[src/rtl/lsu_pkg.sv]
// lsu_pkg
// Shared definitions for the load/store unit: FSM state encoding, RV32I
// funct3 width codes, timeout counter sizing and request legality helpers.
// Optional feature macro: LSU_MISALIGN_TRAP_EN (misaligned access trapping).
package lsu_pkg;

  typedef enum logic [1:0] {
    IDLE = 2'd0,
    WAIT = 2'd1,
    RESP = 2'd2
  } lsu_state_t;

  localparam logic [2:0] F3_B  = 3'b000;
  localparam logic [2:0] F3_H  = 3'b001;
  localparam logic [2:0] F3_W  = 3'b010;
  localparam logic [2:0] F3_BU = 3'b100;
  localparam logic [2:0] F3_HU = 3'b101;

  localparam int TIMEOUT_DEFAULT = 255;
  localparam int CNT_W_DEFAULT   = $clog2(TIMEOUT_DEFAULT + 1);

  // Width of a counter able to hold 0..timeout inclusive.
  function automatic int cnt_width(input int timeout);
    return $clog2(timeout + 1);
  endfunction

  // Unsigned loads have no store counterpart, so 100/101 are illegal for stores.
  function automatic logic code_legal(input logic write, input logic [2:0] funct3);
    case (funct3)
      F3_B, F3_H, F3_W: return 1'b1;
      F3_BU, F3_HU:     return !write;
      default:          return 1'b0;
    endcase
  endfunction

  // funct3[1:0] encodes the access size for both signed and unsigned codes.
  function automatic logic misaligned(input logic [2:0] funct3, input logic [1:0] addr_lo);
    case (funct3[1:0])
      2'b01:   return addr_lo[0];
      2'b10:   return addr_lo != 2'b00;
      default: return 1'b0;
    endcase
  endfunction

endpackage

[src/rtl/load_store_unit_align.sv]
// lsu_align
// Combinational lane logic shared by the request and response paths.
// Ports:
//   write, funct3, addr_lo : access kind and low address bits
//   wdata                  : LSB-justified store data
//   mem_rdata              : raw memory word for loads
//   be, lanes              : byte enables and lane-replicated store data
//   load_data              : extracted and sign/zero-extended load result
module lsu_align
  import lsu_pkg::*;
(
  input  logic        write,
  input  logic [2:0]  funct3,
  input  logic [1:0]  addr_lo,
  input  logic [31:0] wdata,
  input  logic [31:0] mem_rdata,
  output logic [3:0]  be,
  output logic [31:0] lanes,
  output logic [31:0] load_data
);

  logic [7:0]  byte_lane;
  logic [15:0] half_lane;

  // Stores replicate the datum across every lane so the memory only needs
  // the byte enables; loads always read the full word.
  always_comb begin
    be    = 4'b1111;
    lanes = wdata;
    if (write) begin
      case (funct3[1:0])
        2'b00: begin
          lanes = {4{wdata[7:0]}};
          be    = 4'b0001 << addr_lo;
        end
        2'b01: begin
          lanes = {2{wdata[15:0]}};
          be    = addr_lo[1] ? 4'b1100 : 4'b0011;
        end
        default: begin
          lanes = wdata;
          be    = 4'b1111;
        end
      endcase
    end
  end

  // Halfword lane selection ignores addr[0] so misaligned halfwords read the
  // containing aligned half when trapping is disabled.
  always_comb begin
    byte_lane = mem_rdata[7:0];
    case (addr_lo)
      2'b00: byte_lane = mem_rdata[7:0];
      2'b01: byte_lane = mem_rdata[15:8];
      2'b10: byte_lane = mem_rdata[23:16];
      2'b11: byte_lane = mem_rdata[31:24];
      default: byte_lane = mem_rdata[7:0];
    endcase
    half_lane = addr_lo[1] ? mem_rdata[31:16] : mem_rdata[15:0];

    case (funct3)
      F3_B:    load_data = {{24{byte_lane[7]}}, byte_lane};
      F3_H:    load_data = {{16{half_lane[15]}}, half_lane};
      F3_BU:   load_data = {24'd0, byte_lane};
      F3_HU:   load_data = {16'd0, half_lane};
      default: load_data = mem_rdata;
    endcase
  end

endmodule

[src/rtl/load_store_unit.sv]
// load_store_unit
// Multi-cycle RV32I data-memory access unit. Takes one load/store request,
// runs a req/ack transaction on the data-memory port, and returns the
// extended load result on rdata with a one-cycle done pulse.
// Ports:
//   clk, rst            : clock, asynchronous active-high reset
//   start, write,
//   funct3, addr, wdata : request (sampled only in IDLE)
//   busy, done, error   : status; error qualifies done
//   rdata, mem_drive    : load result and bus-drive strobe
//   mem_*               : data-memory request/response port
// Parameter TIMEOUT_CYCLES (1..65535): WAIT cycles allowed before abort.
// Optional feature macro: LSU_MISALIGN_TRAP_EN traps misaligned half/word
// accesses with error instead of issuing them.
module load_store_unit
  import lsu_pkg::*;
#(
  parameter int TIMEOUT_CYCLES = TIMEOUT_DEFAULT
) (
  input  logic        clk,
  input  logic        rst,
  input  logic        start,
  input  logic        write,
  input  logic [2:0]  funct3,
  input  logic [31:0] addr,
  input  logic [31:0] wdata,
  output logic        busy,
  output logic        done,
  output logic        error,
  output logic [31:0] rdata,
  output logic        mem_drive,
  output logic        mem_req,
  output logic        mem_we,
  output logic [31:0] mem_addr,
  output logic [3:0]  mem_be,
  output logic [31:0] mem_wdata,
  input  logic [31:0] mem_rdata,
  input  logic        mem_ack
);

  localparam int CNT_W = $clog2(TIMEOUT_CYCLES + 1);
  localparam logic [CNT_W-1:0] CNT_LAST = CNT_W'(TIMEOUT_CYCLES - 1);

  lsu_state_t       state;
  logic [CNT_W-1:0] cnt;
  logic             write_q;
  logic [2:0]       funct3_q;
  logic [1:0]       addr_lo_q;

  logic             sel_write;
  logic [2:0]       sel_funct3;
  logic [1:0]       sel_addr_lo;
  logic [3:0]       al_be;
  logic [31:0]      al_lanes;
  logic [31:0]      al_load;
  logic             req_ok;

  assign busy = (state != IDLE);

  // The aligner sees the live request while idle and the captured request
  // afterwards, so one instance serves both the store and load paths.
  assign sel_write   = (state == IDLE) ? write         : write_q;
  assign sel_funct3  = (state == IDLE) ? funct3        : funct3_q;
  assign sel_addr_lo = (state == IDLE) ? addr[1:0]     : addr_lo_q;

  lsu_align u_align (
    .write     (sel_write),
    .funct3    (sel_funct3),
    .addr_lo   (sel_addr_lo),
    .wdata     (wdata),
    .mem_rdata (mem_rdata),
    .be        (al_be),
    .lanes     (al_lanes),
    .load_data (al_load)
  );

`ifdef LSU_MISALIGN_TRAP_EN
  assign req_ok = code_legal(write, funct3) && !misaligned(funct3, addr[1:0]);
`else
  assign req_ok = code_legal(write, funct3);
`endif

  // Ack is checked before the timeout limit so a late ack still completes.
  always_ff @(posedge clk or posedge rst) begin
    if (rst) begin
      state     <= IDLE;
      cnt       <= '0;
      write_q   <= 1'b0;
      funct3_q  <= 3'b000;
      addr_lo_q <= 2'b00;
      done      <= 1'b0;
      error     <= 1'b0;
      rdata     <= 32'd0;
      mem_drive <= 1'b0;
      mem_req   <= 1'b0;
      mem_we    <= 1'b0;
      mem_addr  <= 32'd0;
      mem_be    <= 4'b0000;
      mem_wdata <= 32'd0;
    end else begin
      done      <= 1'b0;
      error     <= 1'b0;
      mem_drive <= 1'b0;
      case (state)
        IDLE: begin
          if (start) begin
            write_q   <= write;
            funct3_q  <= funct3;
            addr_lo_q <= addr[1:0];
            cnt       <= '0;
            if (req_ok) begin
              state     <= WAIT;
              mem_req   <= 1'b1;
              mem_we    <= write;
              mem_addr  <= {addr[31:2], 2'b00};
              mem_be    <= al_be;
              mem_wdata <= al_lanes;
            end else begin
              state <= RESP;
              done  <= 1'b1;
              error <= 1'b1;
            end
          end
        end
        WAIT: begin
          if (mem_ack || cnt == CNT_LAST) begin
            state     <= RESP;
            done      <= 1'b1;
            mem_req   <= 1'b0;
            mem_we    <= 1'b0;
            mem_addr  <= 32'd0;
            mem_be    <= 4'b0000;
            mem_wdata <= 32'd0;
            if (!mem_ack) begin
              error <= 1'b1;
            end else if (!write_q) begin
              rdata     <= al_load;
              mem_drive <= 1'b1;
            end
          end else begin
            cnt <= cnt + 1'b1;
          end
        end
        RESP: begin
          state <= IDLE;
        end
        default: begin
          state <= IDLE;
        end
      endcase
    end
  end

endmodule

[config.mk]
export PLATFORM = sky130hd
export DESIGN_NAME = load_store_unit
export DESIGN_NICKNAME = d
export VERILOG_FILES = /design/src/rtl/lsu_pkg.sv /design/src/rtl/load_store_unit_align.sv /design/src/rtl/load_store_unit.sv
export SDC_FILE = /design/constraint.sdc
export NUM_CORES = 1
export LEC_CHECK = 0
export CAP_MARGIN = 5
export CORE_MARGIN = 1.5
export CORE_UTILIZATION = 52
export DETAILED_ROUTE_END_ITERATION = 10
export PLACE_DENSITY = 0.9
export SLEW_MARGIN = 20
export SYNTH_ARGS = -nofsm -noshare
export SYNTH_HDL_FRONTEND = slang
export SYNTH_HIERARCHICAL = 1
export SYNTH_SLANG_ARGS = --single-unit
[constraint.sdc]
create_clock -name clk -period 11 [get_ports clk]
set_input_delay 1.65 -clock clk [delete_from_list [all_inputs] [get_ports clk]]
set_output_delay 1.65 -clock clk [all_outputs]
set_load 0.05 [all_outputs]
# --- Word level (Yosys, flattened, before mapping) ---
# Index checks and enable logic that the tools add are counted.
totals:
  output_inout_bits: 106
  in_bits: 104
  ff_bits: 121
  elab_cells: 98
op_classes:
  n_reduce_logical: 16
  bitwise_logic: 1
  addsub: 1
  shifts: 1
  n_eq_ne: 17
  muxes: 48
ops:
  columns: ["operator", "count"]
  rows:
  - ["$mux W32", 6]
  - ["$pmux W32 S2", 3]
  - ["$pmux W32 S4", 1]
  - ["$pmux W8 S4", 1]
  - ["$mux W4", 5]
  - ["$mux W16", 1]
  - ["$mux W8", 2]
  - ["$pmux W4 S2", 2]
  - ["$pmux W8 S2", 1]
  - ["$mux W1", 15]
  - ["$eq A3 B3 Y1 const B", 4]
  - ["$pmux W1 S2", 5]
  - ["$add A8 B1 Y8 const B", 1]
  - ["$eq A8 B8 Y1 const B", 1]
  - ["$mux W2", 4]
  - ["$ne A2 B2 Y1 const B", 4]
  - ["$reduce_and A4 Y1", 2]
  - ["$eq A2 B1 Y1 const B", 3]
  - ["$eq A3 B1 Y1 const B", 2]
  - ["$logic_not A2 Y1", 3]
  - ["$logic_not A3 Y1", 2]
  - ["$eq A2 B2 Y1 const B", 2]
  - ["$pmux W2 S2", 1]
  - ["$reduce_and A2 Y1", 2]
  - ["10 further kinds", 11]

# --- Depth between registers and ports, before layout ---
# Gate-level depths: netlist (run 1).
depth:
  depth_word: 8
  ltp_mapped: 11
  mapped_depth_nobuf: 8

# --- By module ---
# The synthesis (run 1) kept the hierarchy.
modules_own_cells:
  columns: ["mod", "seq_area_each_um2", "area_per_inst_um2", "cells_per_inst", "n_inst"]
  rows:
  - ["load_store_unit", 2977.9, 5952.0, 571, 1]
  - ["lsu_align", 0.0, 1118.6, 188, 1]

# --- Least setup slack after synthesis (run 1) ---
# No wires, ideal clock.
synth_path:
  path_kind: "input to register"
  startpoint: "in funct3[0]"
  endpoint: "reg rdata[10]"
  required_time_ns: 10.875
  slack_ns: 7.901
  n_path_buf: 3
  setup_time_ns: 0.125
  stages: 6
  arrival_time_ns: 2.974
  cell_sequence: "mux2_2 > buf_2 > buf_2 > buf_2 > a221o_1 > mux2_2"
synth_via:
  elab_chain_len: 3
  elab_cells_between_ends: 6
  cone_classes: "eq/ne: 3; mux: 2; reduce/logical: 1"
synth_lines:
  columns: ["item", "line_no", "rtl"]
  rows:
  - ["from (decl)", "load_store_unit.sv:24", "input logic [2:0] funct3,"]
  - ["$mux W3 *", "load_store_unit.sv:63", "assign sel_funct3 = (state == IDLE) ? funct3 : funct3_q;"]
  - ["$eq A3 B3 Y1 (tied with other cells)", "load_store_unit_align.sv:61", "case (funct3)"]
  - ["$pmux W32 S4 *", "load_store_unit_align.sv:61", null]
  - ["net al_load[10]", "load_store_unit.sv:55", "logic [31:0] al_load;"]
  - ["to (signal assigned)", "load_store_unit.sv:137", "rdata <= al_load;"]
  - ["to (decl)", "load_store_unit.sv:30", "output logic [31:0] rdata,"]
# Mark *: on every way through the listed nets, which the timed path passes. The rest lies on a longest branch.
# A chain may end at the register's enable or synchronous reset.

# --- Final worst setup path (run 1) ---
layout_path:
  startpoint: "in funct3[1]"
  endpoint: "reg mem_wdata[8]"
layout_via:
  elab_chain_len: 7
  elab_cells_between_ends: 18
  cone_classes: "eq/ne: 6; mux: 7; reduce/logical: 5"
layout_lines:
  columns: ["item", "line_no", "rtl"]
  rows:
  - ["$mux W3 *", "load_store_unit.sv:63", null]
  - ["net sel_funct3[1]", "load_store_unit.sv:51", "logic [2:0] sel_funct3;"]
  - ["$eq A2 B1 Y1 or $logic_not A2 Y1 (tied branches)", "load_store_unit_align.sv:31", "case (funct3[1:0])"]
  - ["$pmux W32 S2 *", "load_store_unit_align.sv:31", null]
  - ["$mux W32 *", "load_store_unit_align.sv:30", "if (write) begin"]
  - ["net al_lanes[8]", "load_store_unit.sv:54", "logic [31:0] al_lanes;"]
  - ["$mux W32 *", "load_store_unit.sv:111", "if (req_ok) begin"]
  - ["$mux W32 *", "load_store_unit.sv:106", "if (start) begin"]
  - ["$pmux W32 S2 *", "load_store_unit.sv:104", "case (state)"]
  - ["to (signal assigned)", "load_store_unit.sv:117", "mem_wdata <= al_lanes;"]
  - ["to (decl)", "load_store_unit.sv:36", "output logic [31:0] mem_wdata,"]
# Mark *: on every way through the listed nets, which the timed path passes. The rest lies on a longest branch. The select of a mux whose other input is x is not followed.

==> Flow_metrics.wiki, run 1 <==
{| class="wikitable"
! Metric !! Value
|-
| Remaining global-route overflow || 0
|-
| Clock skew after layout || 0.00929 ns
|-
| Total count of hold-check failures in the final report || 0
|-
| Number of cells upsized or downsized after cts || 0
|-
| Most used DFF post-synth || sky130_fd_sc_hd__dfrtp_1
|-
| Count of buffering cells on the critical path with inverters included || 1
|-
| Buffer levels on the longest clock path || 2
|-
| Number of buffers added to fix hold violations after cts || 0
|-
| Flip-flop and latch count after synthesis || 119
|-
| Ports placed on the boundary || 210
|-
| Critical Path End Type || flop
|-
| Cell types with the largest area share after synthesis || sky130_fd_sc_hd__dfrtp_1 (42%), sky130_fd_sc_hd__mux2_2 (7.6%), sky130_fd_sc_hd__o211ai_1 (7.5%)
|-
| Die outline area || 14,300 um^2
|-
| Placed wire-length estimate || 13.8 mm
|-
| Max-cap check violation count || 0
|-
| Number of antenna cells inserted || 0
|-
| Critical path cell sequence || clkdlybuf4s50_1 > mux2_2 > nand2b_1 > nor2_4 > mux2_2 > nand4_1 > o211ai_1
|-
| Ratio of cells with drive above 1 in the final layout || 11.2%
|-
| Adder-Cell Fraction of Synth Area || 0.354%
|-
| Number of global-route vias before repair || 6,790
|-
| Xor and xnor area share after synthesis || 0%
|-
| Starting DRT DRC Count || 668
|-
| Most frequent cell after synthesis || sky130_fd_sc_hd__dfrtp_1
|-
| Critical Path Slowest Stage Cell || sky130_fd_sc_hd__nand2b_1
|-
| Total cell area at the placement stage || 9070 um^2
|-
| Worst Path Required || 11.25 ns
|-
| Library cell occupying the most area in the post-synthesis netlist || sky130_fd_sc_hd__dfrtp_1
|-
| Fin crit share || 38.4%
|-
| Height of the die || 120 um
|-
| Routed wirelength normalized by instance count || 20.3 um
|-
| Routability congestion estimate || 0.920
|-
| Min Clock Period, post-route || 4.22 ns
|-
| TritonCTS Sinks || 119
|-
| Signed area change from the synthesized netlist to the final layout || 36.4%
|-
| Least-Margin Pin Slew || 0.937 ns
|-
| Final Total Pwr || 2740 uW
|-
| Unrepaired setup endpoints after global routing || no
|-
| Tot GR Track Use || 31.4%
|-
| Vias per cell || 6.36
|-
| Synthesized instance count || 759
|-
| Area fraction in compound gates after synthesis || 22.6%
|-
| Min-delay src || addr_lo_q[0]$_DFFE_PP0P_
|-
| Critical-path maximum fanout || 43
|-
| Clock slew seen by the registers of the worst setup and hold paths || 0.06 ns
|-
| CTS H-tree depth || 4
|-
| Via Count || 6,982
|-
| Fillers || 978
|-
| Input/output buffers || 207
|-
| Initial antenna violation count || 0
|-
| Num CTS Buffers || 17
|-
| Maximum number of pins on one net before global-route repair || 83
|-
| Post-route setup slack || 6.78 ns
|-
| Number of warnings printed during yosys synthesis || 6
|-
| Total iterations of the first detailed-routing run || 5
|-
| Worst hold slack || 0.479 ns
|-
| Syn avg cell area || 9.32 um^2
|-
| Number of distinct library cells after synthesis || 50
|-
| Maximum vdd ir drop || 0.000193 V
|-
| Status || finished clean
|-
| Number of pins exceeding their max-slew limit in the final report || 0
|-
| Num rows || 42
|-
| Setup Total Neg Slack || 0 ns
|-
| Area of the core || 13,200 um^2
|-
| Number of DRC violations after detailed routing || 0
|-
| Postcts setup bufs || 0
|-
| Area fraction in and, or, nand and nor cells after synthesis || 15.2%
|-
| Combinational family with the most area after synthesis || compound AO/OA/AOI/OAI gates
|-
| Die width || 120 um
|-
| Cell repeated most along the worst path || sky130_fd_sc_hd__mux2_2
|-
| Top cell types by occurrence after synthesis || sky130_fd_sc_hd__dfrtp_1 (119), sky130_fd_sc_hd__nand2_1 (92), sky130_fd_sc_hd__inv_1 (73), sky130_fd_sc_hd__o211ai_1 (71), sky130_fd_sc_hd__nand4_1 (68)
|-
| Dominant delay contributor by cell family on the critical path || simple AND/OR/NAND/NOR gates
|-
| CTS tree || done
|-
| Category of the critical setup timing path || in2reg
|-
| Post-synth ARST share || 100%
|-
| Type of the most critical hold path || reg2reg
|-
| CP Launch Type || primary input
|-
| Start of the worst register-to-register path || state[1]$_DFFE_PP0P_
|-
| Worst Setup SP || funct3[1]
|-
| Power density of the placed cells || 284 nW/um^2
|-
| Top-area cell type share of the netlist area || 42.1%
|-
| Share of the yosys chip area belonging to registers || 42.1%
|-
| Share of cell area taken by muxes after synthesis || 9.91%
|-
| Leakage power || 0.00392 uW
|-
| Post-Place Worst Slack || 6.42 ns
|-
| Total Nets Final || 1,015
|-
| Maximum frequency from static timing analysis || 237 MHz
|-
| Final Setup Violations || 0
|-
| Clock Root Buffer || sky130_fd_sc_hd__clkbuf_16
|-
| Remaining number of nets flagged by the antenna check after routing || 0
|-
| Wire length of the first global-routing pass || 35.6 mm
|-
| Worst max-slew margin expressed relative to the limit || 37.5%
|-
| Maximum single-stage delay on the critical path || 0.69 ns
|-
| Data arrival time of the worst path || 4.47 ns
|-
| Number of synthesized flops with an enable pin || 0
|-
| Initial cell density of the core || 53.4%
|-
| Clk Latency, worst-skew pair || 0.41 ns
|-
| Post-Synthesis Cell Area || 7070 um^2
|-
| Post-Layout Inst Area || 9650 um^2
|-
| Post-detailed-routing wire length || 22.2 mm
|}
## worst reg2reg max path, cell delays in order, from the launching register on
cell and delay (ns):
sky130_fd_sc_hd__dfrtp_1 0.48, sky130_fd_sc_hd__nor2_1 0.41, sky130_fd_sc_hd__mux2_2 0.67, sky130_fd_sc_hd__nand2b_1 0.71
sky130_fd_sc_hd__nor2_4 0.46, sky130_fd_sc_hd__mux2_2 0.37, sky130_fd_sc_hd__nand4_1 0.07, sky130_fd_sc_hd__o211ai_1 0.12
## flip-flops by register name (all words and copies together), names as in the netlist
signal	count
mem_wdata	32
rdata	32
mem_addr	30
cnt	8
mem_be	4
funct3_q	3
addr_lo_q	2
state	2
done	1
error	1
mem_drive	1
mem_req	1
mem_we	1
write_q	1
## stage by stage
| step | cells | utilization (%) |
|---|---|---|
| floorplan | 760 | - |
| global placement | 1066 | 68.5 |
| detailed placement | 1066 | 68.5 |
| CTS | 1097 | 72.8 |
| global route | 1097 | 72.8 |
| finish | 1097 | 72.8 |
## kinds of logic after synthesis
kind of cell	after synthesis
AOI/OAI and AO/OA	206
buffers and inverters	161
and+or+nand+nor	206
muxes	64
adders and majority gates	2
other	1
DFF	119
## final cells by class
| cell class | instances | area [um^2] | area share [%] |
|---|---|---|---|
| Timing Repair Buffer | 218 | 2160 | 22.4 |
| Inverter | 73 | 277 | 2.87 |
| Tap cell | 176 | 220 | 2.28 |
| Multi-Input combinational cell | 480 | 3440 | 35.7 |
| Clock buffer | 21 | 470 | 4.88 |
| Sequential cell | 119 | 2980 | 30.9 |
| Clock inverter | 10 | 103 | 1.06 |
## where the power goes
part / internal (uW) / switching, uW
clock: 347 / 195
combinational: 508 / 961
sequential: 606 / 125
## final timing paths
| kind | slack [ns] | cells past startpoint | endpoint |
|---|---|---|---|
| max | 6.78 | 7 | mem_wdata[8]$_DFFE_PP0P_ |
| min | 0.48 | 2 | addr_lo_q[0]$_DFFE_PP0P_ |
| max reg2reg | 7.55 | 7 | mem_wdata[8]$_DFFE_PP0P_ |
| min reg2reg | 0.48 | 2 | addr_lo_q[0]$_DFFE_PP0P_ |
| max in group asynchronous | 8.26 | 3 | mem_wdata[19]$_DFFE_PP0P_ |
| min in group asynchronous | 1.62 | 2 | mem_addr[3]$_DFFE_PP0P_ |
## layer usage
| metal | routed length [um] | GRT usage (%) | vias to the layer above |
|---|---|---|---|
| li1 | - | - | 3127 |
| met1 | 8980 | 41.4 | 3374 |
| met2 | 10800 | 50.3 | 417 |
| met3 | 1660 | 5.66 | 64 |
| met4 | 788 | 15.1 | 0 |
| met5 | 0 | 0 | - |
## cells in the final DEF (no fill, tap or decap), types with 3 or more instances in the layout
cell and count:
sky130_fd_sc_hd__o22ai_1 3, sky130_fd_sc_hd__a21oi_1 12, sky130_fd_sc_hd__o311ai_1 7, sky130_fd_sc_hd__inv_1 72, sky130_fd_sc_hd__mux2_2 48, sky130_fd_sc_hd__clkinv_2 7, sky130_fd_sc_hd__nor2b_1 11, sky130_fd_sc_hd__a2bb2oi_1 5
sky130_fd_sc_hd__clkdlybuf4s50_1 207, sky130_fd_sc_hd__dfrtp_1 119, sky130_fd_sc_hd__nand2_1 91, sky130_fd_sc_hd__o311ai_0 60, sky130_fd_sc_hd__o21ai_0 16, sky130_fd_sc_hd__buf_4 10, sky130_fd_sc_hd__a221o_1 4, sky130_fd_sc_hd__o211ai_1 71
sky130_fd_sc_hd__nand4_1 68, sky130_fd_sc_hd__nor2_1 9, sky130_fd_sc_hd__mux2i_1 16, sky130_fd_sc_hd__nand2b_1 4, sky130_fd_sc_hd__o22a_1 10, sky130_fd_sc_hd__nand3_1 4, sky130_fd_sc_hd__a21o_1 5, sky130_fd_sc_hd__clkbuf_8 3
sky130_fd_sc_hd__a211oi_1 3, sky130_fd_sc_hd__clkbuf_16 17
Power figures use the tool's default switching activity.
==> run 2, diff against run 1 <==
--- a/config.mk
+++ b/config.mk
@@ -7,9 +7,9 @@
 export LEC_CHECK = 0
 export CAP_MARGIN = 5
 export CORE_MARGIN = 1.5
-export CORE_UTILIZATION = 52
+export CORE_UTILIZATION = 48
 export DETAILED_ROUTE_END_ITERATION = 10
-export PLACE_DENSITY = 0.9
+export PLACE_DENSITY = 0.84
 export SLEW_MARGIN = 20
 export SYNTH_ARGS = -nofsm -noshare
 export SYNTH_HDL_FRONTEND = slang
==> constraint.sdc (replaced) <==
create_clock -name clk -period 4.27 [get_ports clk]
set_input_delay 0.6405 -clock clk [delete_from_list [all_inputs] [get_ports clk]]
set_output_delay 0.6405 -clock clk [all_outputs]
set_load 0.05 [all_outputs]
==> Flow_metrics.wiki, run 2 (same netlist as run 1, synthesis figures left out) <==
{| class="wikitable"
! Metric !! Value
|-
| Count of buffering cells on the critical path with inverters included || 0
|-
| Clock Root Buffer || sky130_fd_sc_hd__clkbuf_16
|-
| Worst Path Required || 4.56 ns
|-
| Number of cells on the critical path || 7
|-
| Tot GR Track Use || 28.5%
|-
| Clock skew after layout || 0.00736 ns
|-
| Category of the critical setup timing path || reg2reg
|-
| Critical Path End Type || flop
|-
| Number of DRC violations after detailed routing || 0
|-
| Num rows || 44
|-
| Switching share of power || 46.3%
|-
| Fin crit share || 67.8%
|-
| Net switching component of the power || 3310 uW
|-
| Worst max-slew margin expressed relative to the limit || 32.7%
|-
| Buffer levels on the longest clock path || 2
|-
| Placed wire-length estimate || 14.0 mm
|-
| Input/output buffers || 207
|-
| Number of cells upsized or downsized after cts || 0
|-
| Largest registers in the final layout || mem_wdata (32), rdata (32), mem_addr (30)
|-
| Clk network pwr share || 20.6%
|-
| Remaining number of nets flagged by the antenna check after routing || 0
|-
| Unrepaired setup endpoints after global routing || no
|-
| Critical Path Slowest Stage Cell || sky130_fd_sc_hd__mux2_2
|-
| Wire length of the first global-routing pass || 35.8 mm
|-
| Remaining global-route overflow || 0
|-
| Postcts setup bufs || 0
|-
| Total iterations of the first detailed-routing run || 6
|-
| Setup Total Neg Slack || 0 ns
|-
| Internal Pwr Total || 3830 uW
|-
| Num CTS Buffers || 17
|-
| Leakage power || 0.00395 uW
|-
| Maximum single-stage delay on the critical path || 0.64 ns
|-
| Clk Latency, worst-skew pair || 0.41 ns
|-
| Most frequent standard cell in the layout excluding fill and tap cells || sky130_fd_sc_hd__clkdlybuf4s50_1
|-
| Status || finished clean
|-
| Die width || 124 um
|-
| Reg power frac || 26.4%
|-
| Die outline area || 15,500 um^2
|-
| Post-Place Worst Slack || 1.21 ns
|-
| Number of buffers added to fix hold violations after cts || 0
|-
| Starting DRT DRC Count || 846
|-
| Routed wirelength normalized by instance count || 20.2 um
|-
| Height of the die || 124 um
|-
| Signed area change from the synthesized netlist to the final layout || 37.7%
|-
| Total Nets Final || 1,018
|-
| CTS tree || done
|-
| Min Clock Period, post-route || 2.89 ns
|-
| Total count of hold-check failures in the final report || 0
|-
| Cell count of the worst reg-to-reg path || 7
|-
| Power density of the placed cells || 734 nW/um^2
|-
| Final Setup Violations || 0
|-
| Vias per cell || 6.22
|-
| Maximum frequency from static timing analysis || 346 MHz
|-
| Via Count || 6,882
|-
| Max-cap check violation count || 0
|-
| Least-Margin Pin Slew || 1.01 ns
|-
| Top library cells by usage in the layout, fill and taps aside || sky130_fd_sc_hd__clkdlybuf4s50_1 (207), sky130_fd_sc_hd__dfrtp_1 (119), sky130_fd_sc_hd__nand2_1 (91)
|-
| Routability congestion estimate || 0.863
|-
| Type of the most critical hold path || reg2reg
|-
| Data arrival time of the worst path || 3.19 ns
|-
| CP Launch Type || flop
|-
| Clock slew seen by the registers of the worst setup and hold paths || 0.05 ns
|-
| Post-route setup slack || 1.38 ns
|-
| Number of antenna cells inserted || 0
|-
| Critical path cell sequence || nor2_1 > mux2_2 > nor2b_1 > a22oi_1 > nand2_1 > nand2_1 > mux2_2
|-
| TritonCTS Sinks || 119
|-
| Number of pins exceeding their max-slew limit in the final report || 0
|-
| Initial cell density of the core || 48.8%
|-
| Fraction of power consumed by combinational cells || 53.0%
|-
| Ports placed on the boundary || 210
|-
| Ratio of cells with drive above 1 in the final layout || 11.5%
|-
| Maximum vdd ir drop || 0.000391 V
|-
| Dominant delay contributor by cell family on the critical path || simple AND/OR/NAND/NOR gates
|-
| Area of the core || 14,500 um^2
|-
| Post-detailed-routing wire length || 22.4 mm
|-
| Initial antenna violation count || 0
|-
| Critical-path maximum fanout || 25
|-
| Maximum number of pins on one net before global-route repair || 72
|-
| CTS H-tree depth || 4
|-
| Number of global-route vias before repair || 6,586
|-
| Worst hold path cell count || 2
|}
## run 2: cell types whose count changed in the layout (fill, tap and decap cells not counted), sizes merged
cell	delta
buf	+3
clkinv	-1
bufinv	+1
clkbuf	-1
## run 2: worst paths after layout
kind / start / end / slack (ns)
worst min-delay path: funct3_q[2]$_DFFE_PP0P_ / funct3_q[2]$_DFFE_PP0P_ / 0.48
worst min register to register: funct3_q[2]$_DFFE_PP0P_ / funct3_q[2]$_DFFE_PP0P_ / 0.48
max in group asynchronous: rst / rdata[17]$_DFFE_PP0P_ / 2.75
min in group asynchronous: rst / mem_addr[6]$_DFFE_PP0P_ / 0.72
worst max register to register: state[0]$_DFFE_PP0P_ / rdata[24]$_DFFE_PP0P_ / 1.38
worst max-delay path: state[0]$_DFFE_PP0P_ / rdata[24]$_DFFE_PP0P_ / 1.38
## run 2: area by class of cell
cell class | instances | area [um^2]
repair buffers | 221 | 2210
multi-input cells | 480 | 3440
clock buffers | 20 | 467
well taps | 184 | 230
flip-flops and latches | 119 | 2980
clock inverters | 10 | 128
inverters | 73 | 277
fillers | 1139 | 4740
## run 2: stage by stage
stage	power, uW	cell area [um^2]	hold WS, ns	util, %	cells
4_1_cts	7150	9730	0.477	67.2	1107
3_3_place_gp	5580	9140	0.456	63.1	1077
6_report	7140	9730	0.476	67.2	1107
3_5_place_dp	5650	9140	0.464	63.1	1077
5_1_grt	7450	9730	0.491	67.2	1107
2_1_floorplan	4380	7070	0.442	-	760
## run 2: per-layer routing
metal | vias up | track usage [%] | share of wire (%)
met5 | - | 0 | 0
met4 | 0 | 11.8 | 3.5
met3 | 57 | 5.80 | 6.8
met2 | 373 | 44.4 | 47
met1 | 3310 | 39.0 | 42
li1 | 3142 | - | -
## run 2: power by group through the flow
stage	Combinational [uW]	Clock, uW	Sequential, uW
after global routing	3970	1540	1940
after CTS	3790	1480	1880
final	3790	1470	1880
after floorplan	1120	0	3260
after detailed placement	3760	0	1880
after global placement	3710	0	1870
## run 2: worst min-delay path, delay by kind of cell (launching register included)
kind	cells	cell delay [ns]
AND/OR/NAND/NOR	2	0.10
flip-flops	1	0.34
